`src/rtl/adc_sampler.sv`:
```
`timescale 1ns/1ps
`default_nettype none
// ============================================================================
// Module   : adc_sampler
// Purpose  : Periodic ADC conversion sequencer with raw capture, boxcar
//            averaging and sticky timeout/overrun fault flags.
// Revision : 1.0  initial release
// ============================================================================
module adc_sampler #(
    parameter int DIV          = 100,
    parameter int LOG2_AVG     = 3,
    parameter int BUSY_TIMEOUT = 4   // must be >= 2
) (
    input  logic       clk,
    input  logic       rst,
    input  logic       en,
    output logic       adc_start,
    input  logic       adc_done,
    input  logic [9:0] adc_dout,
    output logic [9:0] raw,
    output logic       raw_valid,
    output logic [9:0] avg,
    output logic       avg_valid,
    output logic       timeout,
    output logic       overrun,
    input  logic       fault_clr
);

    localparam int CW    = $clog2(DIV);
    localparam int BW    = $clog2(BUSY_TIMEOUT + 1);
    localparam int AW    = 10 + LOG2_AVG;
    localparam int SW    = LOG2_AVG + 1;
    localparam int N_AVG = 1 << LOG2_AVG;

    typedef enum logic [2:0] {
        S_IDLE  = 3'd0,
        S_START = 3'd1,
        S_BUSY  = 3'd2,
        S_CONV  = 3'd3,
        S_CAPT  = 3'd4
    } state_t;

    state_t          state, state_nx;
    logic [CW-1:0]   tick_cnt;
    logic            tick;
    logic [BW-1:0]   busy_cnt;
    logic            keep;
    logic            set_overrun, set_timeout, capture, accept;
    logic [AW-1:0]   acc, sum;
    logic [SW-1:0]   sample_cnt;

    always_ff @(posedge clk) begin
        if (rst || !en) begin
            tick_cnt <= '0;
        end else if (tick_cnt == CW'(DIV - 1)) begin
            tick_cnt <= '0;
        end else begin
            tick_cnt <= tick_cnt + 1'b1;
        end
    end

    assign tick = en && (tick_cnt == CW'(DIV - 1));

    always_ff @(posedge clk) begin
        if (rst) begin
            state <= S_IDLE;
        end else begin
            state <= state_nx;
        end
    end

    always_comb begin
        state_nx    = state;
        adc_start   = 1'b0;
        set_overrun = 1'b0;
        set_timeout = 1'b0;
        capture     = 1'b0;
        case (state)
            S_IDLE: begin
                if (tick) begin
                    if (adc_done) begin
                        state_nx = S_START;
                    end else begin
                        set_overrun = 1'b1;
                    end
                end
            end
            S_START: begin
                adc_start   = 1'b1;
                set_overrun = tick;
                state_nx    = S_BUSY;
            end
            S_BUSY: begin
                set_overrun = tick;
                if (!adc_done) begin
                    state_nx = S_CONV;
                end else if (busy_cnt == BW'(BUSY_TIMEOUT - 1)) begin
                    // The START cycle counts toward the window, hence the -1.
                    set_timeout = 1'b1;
                    state_nx    = S_IDLE;
                end
            end
            S_CONV: begin
                set_overrun = tick;
                if (adc_done) begin
                    state_nx = S_CAPT;
                end
            end
            S_CAPT: begin
                capture  = 1'b1;
                state_nx = S_IDLE;
            end
            default: begin
                state_nx = S_IDLE;
            end
        endcase
    end

    always_ff @(posedge clk) begin
        if (rst || state == S_IDLE) begin
            busy_cnt <= '0;
        end else if (state == S_START || state == S_BUSY) begin
            busy_cnt <= busy_cnt + 1'b1;
        end
    end

    // Any low cycle of en during a conversion disqualifies its sample.
    always_ff @(posedge clk) begin
        if (rst || !en) begin
            keep <= 1'b0;
        end else if (state == S_START) begin
            keep <= 1'b1;
        end
    end

    assign accept = capture && keep && en;
    assign sum    = acc + AW'(adc_dout);

    always_ff @(posedge clk) begin
        if (rst) begin
            raw        <= '0;
            raw_valid  <= 1'b0;
            avg        <= '0;
            avg_valid  <= 1'b0;
            acc        <= '0;
            sample_cnt <= '0;
            timeout    <= 1'b0;
            overrun    <= 1'b0;
        end else begin
            raw_valid <= 1'b0;
            avg_valid <= 1'b0;
            timeout   <= set_timeout | (timeout & ~fault_clr);
            overrun   <= set_overrun | (overrun & ~fault_clr);
            if (!en) begin
                acc        <= '0;
                sample_cnt <= '0;
            end else if (accept) begin
                raw       <= adc_dout;
                raw_valid <= 1'b1;
                if (sample_cnt == SW'(N_AVG - 1)) begin
                    avg        <= sum[LOG2_AVG +: 10];
                    avg_valid  <= 1'b1;
                    acc        <= '0;
                    sample_cnt <= '0;
                end else begin
                    acc        <= sum;
                    sample_cnt <= sample_cnt + 1'b1;
                end
            end
        end
    end

endmodule
`default_nettype wire

```
`config.mk`:
```
export PLATFORM = sky130hd
export DESIGN_NAME = adc_sampler
export DESIGN_NICKNAME = d
export VERILOG_FILES = /design/src/rtl/adc_sampler.sv
export SDC_FILE = /design/constraint.sdc
export NUM_CORES = 1
export LEC_CHECK = 0
export ABC_AREA = 1
export BUFFER_PORTS_ARGS = -buffer_cell sky130_fd_sc_hd__buf_2
export CORE_MARGIN = 4
export CORE_UTILIZATION = 57
export DETAILED_ROUTE_END_ITERATION = 8
export PLACE_DENSITY = 0.85
export SYNTH_ARGS = -nofsm -noshare
export SYNTH_HDL_FRONTEND = slang
export SYNTH_SLANG_ARGS = --single-unit
export TNS_END_PERCENT = 5
```
`constraint.sdc`:
```
create_clock -name clk -period 2.3 [get_ports clk]
set_input_delay 0.23 -clock clk [delete_from_list [all_inputs] [get_ports clk]]
set_output_delay 0.23 -clock clk [all_outputs]
set_load 0.05 [all_outputs]
```
After elaboration in Yosys (flattened, before gate mapping)
Cells that the tools add are included. W data, S select, Z words.

Register bits after elaboration: 55. Latch bits: 0. Bits in writable memories: 0. Memory bits (read-only): 0. Bits of input ports: 15. Memories: 0.

Add/subtract/negate cells: 4. Multiply operators: 0. Div/mod/pow operators: 0. $lt $le $gt $ge: 0. Eq/ne operators: 11. Shifts and indexed selects: 0. Muxes and demuxes: 18. Bitwise operators: 7. Reduce and logical (&&, ||, !) cells: 15.

Operator list (count): $mux W3 (5); $add A13 B10 Y13 (1); $mux W13 (1); $pmux W3 S4 (1); $eq A3 B2 Y1 const B (3); $mux W1 (9); $add A7 B1 Y7 const B (1); $eq A7 B7 Y1 const B (1); $ne A2 B2 Y1 const B (3); $reduce_or A3 Y1 (2); $add A4 B1 Y4 const B (1); $eq A4 B3 Y1 const B (1); $mux W4 (1); $reduce_and A4 Y1 (1); $reduce_or A2 Y1 (2); $add A3 B1 Y3 const B (1); $eq A3 B1 Y1 const B (1); $eq A3 B3 Y1 const B (1); $logic_and A1 B1 Y1 (3); $logic_not A3 Y1 (1); $logic_or A1 B1 Y1 (3); $ne A3 B3 Y1 const B (1); $not A1 Y1 (3); $reduce_and A3 Y1 (1); 5 further kinds (7).

Logic depth before layout (Yosys ltp)
Word-level depth: 6. Depth in mapped cells: 11. Gate-level depth less buffers: 11.

Worst setup path after synthesis
OpenSTA, ideal clock, no wires.

Path type: reg-to-reg. Start point: register acc[0]. End point: register avg[3]. Arrival: 1.647 ns. Required time: 2.192 ns. Slack: 0.545 ns. Stages on the path, launching flop included: 11. Buffers on the path: 0. Period minus slack after synthesis: 1.755 ns. Cells stage by stage: dfxtp_1 ha_1 fa_1 nand3_1 nand2_1 nand2_1 nand2_1 or2_2 nand2_1 a21o_1 inv_1.

Word-level cells in the longest chain between the ends: 1.

RTL lines: start: declaration (RTL line 49) `logic [AW-1:0] acc, sum;`; start signal: assignment (RTL line 166) `acc <= sum;`; $add A13 B10 Y13 (RTL line 137) `assign sum = acc + AW'(adc_dout);`; end signal: assignment (RTL line 161) `avg <= sum[LOG2_AVG +: 10];`; end: declaration (RTL line 22) `output logic [9:0] avg,`.

Every way passes these cells. A chain may end at the register's enable or synchronous reset.

Final worst setup path
Ends and elaborated chain as after synthesis.

==> key figures <==
Yosys
  • Cell taking the most area after synthesis: dfxtp_1
  • Flops & latches, synth: 55
  • Avg Inst Size Synth: roughly 7.0 µm²
  • Yosys warning total: 0
  • Synth Cell Area: 2820 µm²
  • Synth Instances: 402
  • Net Count, Synth: 432
  • Top-count cell post-synth: nand2_1
  • Post-synth EDFFs: 0
  • Most frequent cells after synthesis: nand2_1, dfxtp_1, inv_1
  • Asr flop ratio synth: 0
  • Most used DFF post-synth: dfxtp_1
  • Sequential share of the synthesized area: 0.390
  • Unique cell type count in the Yosys netlist: 33
  • Top-area cell type share of the netlist area: 0.390
  • Top cells by area, synth: dfxtp_1, nand2_1, inv_1, nor2_1, ha_1

Timing
  • Worst-Margin Slew: between 0.6 and 0.7 ns
  • Worst hold margin: 0.167 ns
  • Final hold vios: 0
  • Worst Skew: around 0.006 ns
  • Slew headroom: 0.538
  • RSZ-0062 raised after global routing: no
  • Setup TNS: 0 ns
  • Fin. max-slew vios: 0
  • Post-route clock period utilization: 0.835
  • Fin crit period: 1.92 ns
  • Setup violators final: 0
  • Peak Freq: 521 MHz

Final layout
  • Synthesis-to-finish area growth: 11.7%
  • Util after Layout: 0.663
  • FILL cells: ~450
  • NumNets Final: 471
  • Final Non-Filler Cells: around 510
  • Share of cells above drive strength 1: 0.138
  • Antenna cells: 0

Global routing
  • Largest net degree at the start of global routing: 27
  • Grt met3 use: 0.0424
  • M2 GR Usage: 0.384
  • M1 GR Usage: 0.265
  • Antenna violations before repair: 0
  • Total GRT Usage: 0.221
  • Grt ovf: 0
  • Grt peak-use layer: met2
  • Vias in the first global route: 2,501
  • Global-route wire length before repair: 10,900 µm

Setup path
  • Flop2flop setup slack: 0.38 ns
  • Cell repeated most along the worst path: nand2_1
  • Slowest stage delay, CP: 0.45 ns
  • WP data arrival: 2.14 ns
  • CP startpoint kind: flip-flop
  • Required time worst endpoint: around 2.5 ns
  • CP max-delay cell: fa_1
  • CP max FO: 4
  • Critical path class: reg -> reg
  • CP Cell Sequence: ha_1 -> fa_1 -> nand3_1 -> nand2_1 -> nand2_1 -> nand2_1 -> or2_2 -> nand2_1 -> a21o_1 -> inv_1
  • Critical path capture point type: flip-flop

CTS
  • Htree depth: 2
  • Post-CTS setup buffer count: 0
  • Clk Latency, worst-skew pair: about 0.31 ns
  • Post-cts sizing count: 0
  • Worst-path clk slew: roughly 0.10 ns
  • Clk buf depth: 2
  • # hold bufs at CTS: 0
  • CTS tree: yes
  • CTS root buf: clkbuf_8
  • Number of buffers created by CTS: 5
  • CTS sink cnt: 55

Pwr
  • Worst-case vdd ir drop: 0.340 mV
  • Final Power: 1.86 mW
  • Pleak: 1.54 nW
  • Power Density: 590 nW/µm²

Detailed routing
  • DRT Wirelength: 6200 µm
  • DRC Markers: 0
  • Iter 0 DRT Violations: between 100 and 150
  • Via Count: 2,617
  • DR pass1 iterations: 4
  • Post-DRT Antenna Nets: 0
  • WL/cell: 12.2 µm
  • Via density: 5.14

Place
  • Placer Congestion: approximately 0.9
  • Port bufs: 39
  • Placed Cells: 501
  • HPWL Detailed: between 4000 and 5000 µm

Floorplanning
  • Initial Util: 0.593
  • Die width: approximately 80 µm
  • I/O pin total: 40
  • Row count: 25
  • Die height: 78.4 µm
  • DIE AREA: roughly 6100 µm²
  • CORE AREA: 4750 µm²

Outcome
  • Status: completed

Min path
  • HP Class: in -> reg

Flow run
  • Max_cap viols: 0
-- flip-flops by register name (all words and copies together) (netlist names) --
name and cells:
raw 10, overrun 1, avg_valid 1, busy_cnt 3
tick_cnt 7, avg 10, keep 1, sample_cnt 4
state 3, raw_valid 1, acc 13, timeout 1
-- cells by family after synthesis --
logic type	share of synthesized area
and+or+nand+nor	0.315
AOI/OAI and AO/OA	0.118
buffers and inverters	0.0913
DFF	0.390
adders and majority gates	0.0692
xor gates and xnor gates	0.0155
-- cell type report --
type / count / area [µm²] / share of cell area
Timing Repair Buffer: 40 / 203 / 0.0643
Tap cell: 67 / 83.8 / 0.0266
Clock inverter: 3 / 20.0 / 0.00635
Sequential cell: 55 / 1100 / 0.349
Clock buffer: 5 / 68.8 / 0.0218
Multi-Input combinational cell: 284 / 1460 / 0.464
Inverter: 55 / 211 / 0.0671
-- metrics by stage --
| step | setup slack [ns] | instance area (µm²) |
|---|---|---|
| after floorplan | 0.545 | 2820 |
| after global placement | 0.394 | 3060 |
| after detailed placement | 0.333 | 3060 |
| after CTS | 0.377 | 3150 |
| after global routing | 0.256 | 3150 |
| final | 0.380 | 3150 |
-- cells in the final DEF, fill, tap and decap left out --
master      synthesis  routed
nor3b_1             3       3
nor2_4              1       1
nand2_1            99      99
clkinvlp_4          0       2
fa_1                1       1
nor2_1             52      52
a21oi_1            28      28
buf_4               1       1
a31oi_1             1       1
dfxtp_1            55      55
nor3_2              3       3
a21o_1              3       3
inv_1              53      53
or2_2               1       1
nand2_4             1       1
nand3b_1            2       2
o211ai_1            1       1
xor2_1              5       5
nand4_1             6       6
nand3_1            24      24
o31ai_1             1       1
buf_2               1      39
clkbuf_8            0       5
o21ai_0            24      24
or4_1               1       1
inv_4               2       2
o21ai_1             3       3
nand4_4             1       1
o21a_1              1       1
nor2_2              4       4
clkinv_2            0       1
ha_1               14      14
a21boi_0            1       1
nor3_1              3       3
-- power by group --
group	internal, mW	switching [mW]
combinational	0.0992	0.215
sequential	0.979	0.0370
clock	0.212	0.316
total	1.29	0.568
-- worst paths after layout --
path / start / end / depth (start not counted)
worst min-delay path: fault_clr / timeout / 4
worst min register to register: timeout / timeout / 2
worst max register to register: acc[0] / avg[3] / 10
worst max-delay path: acc[0] / avg[3] / 10
-- layer usage --
layer / share of wire / vias up
met4: 0.027 / 0
li1: - / 1363
met2: 0.49 / 66
met1: 0.43 / 1170
met3: 0.053 / 18
met5: 0 / -
-- worst max-delay path, delay by kind of cell (launching register included) --
family          cells  cell delay [ns]
simple gates        6             0.70
fa+ha+maj           2             0.67
flops               1             0.32
compound gates      1             0.10
buf+inv             1             0.03
No activity file was read; power rests on OpenSTA's default activity.
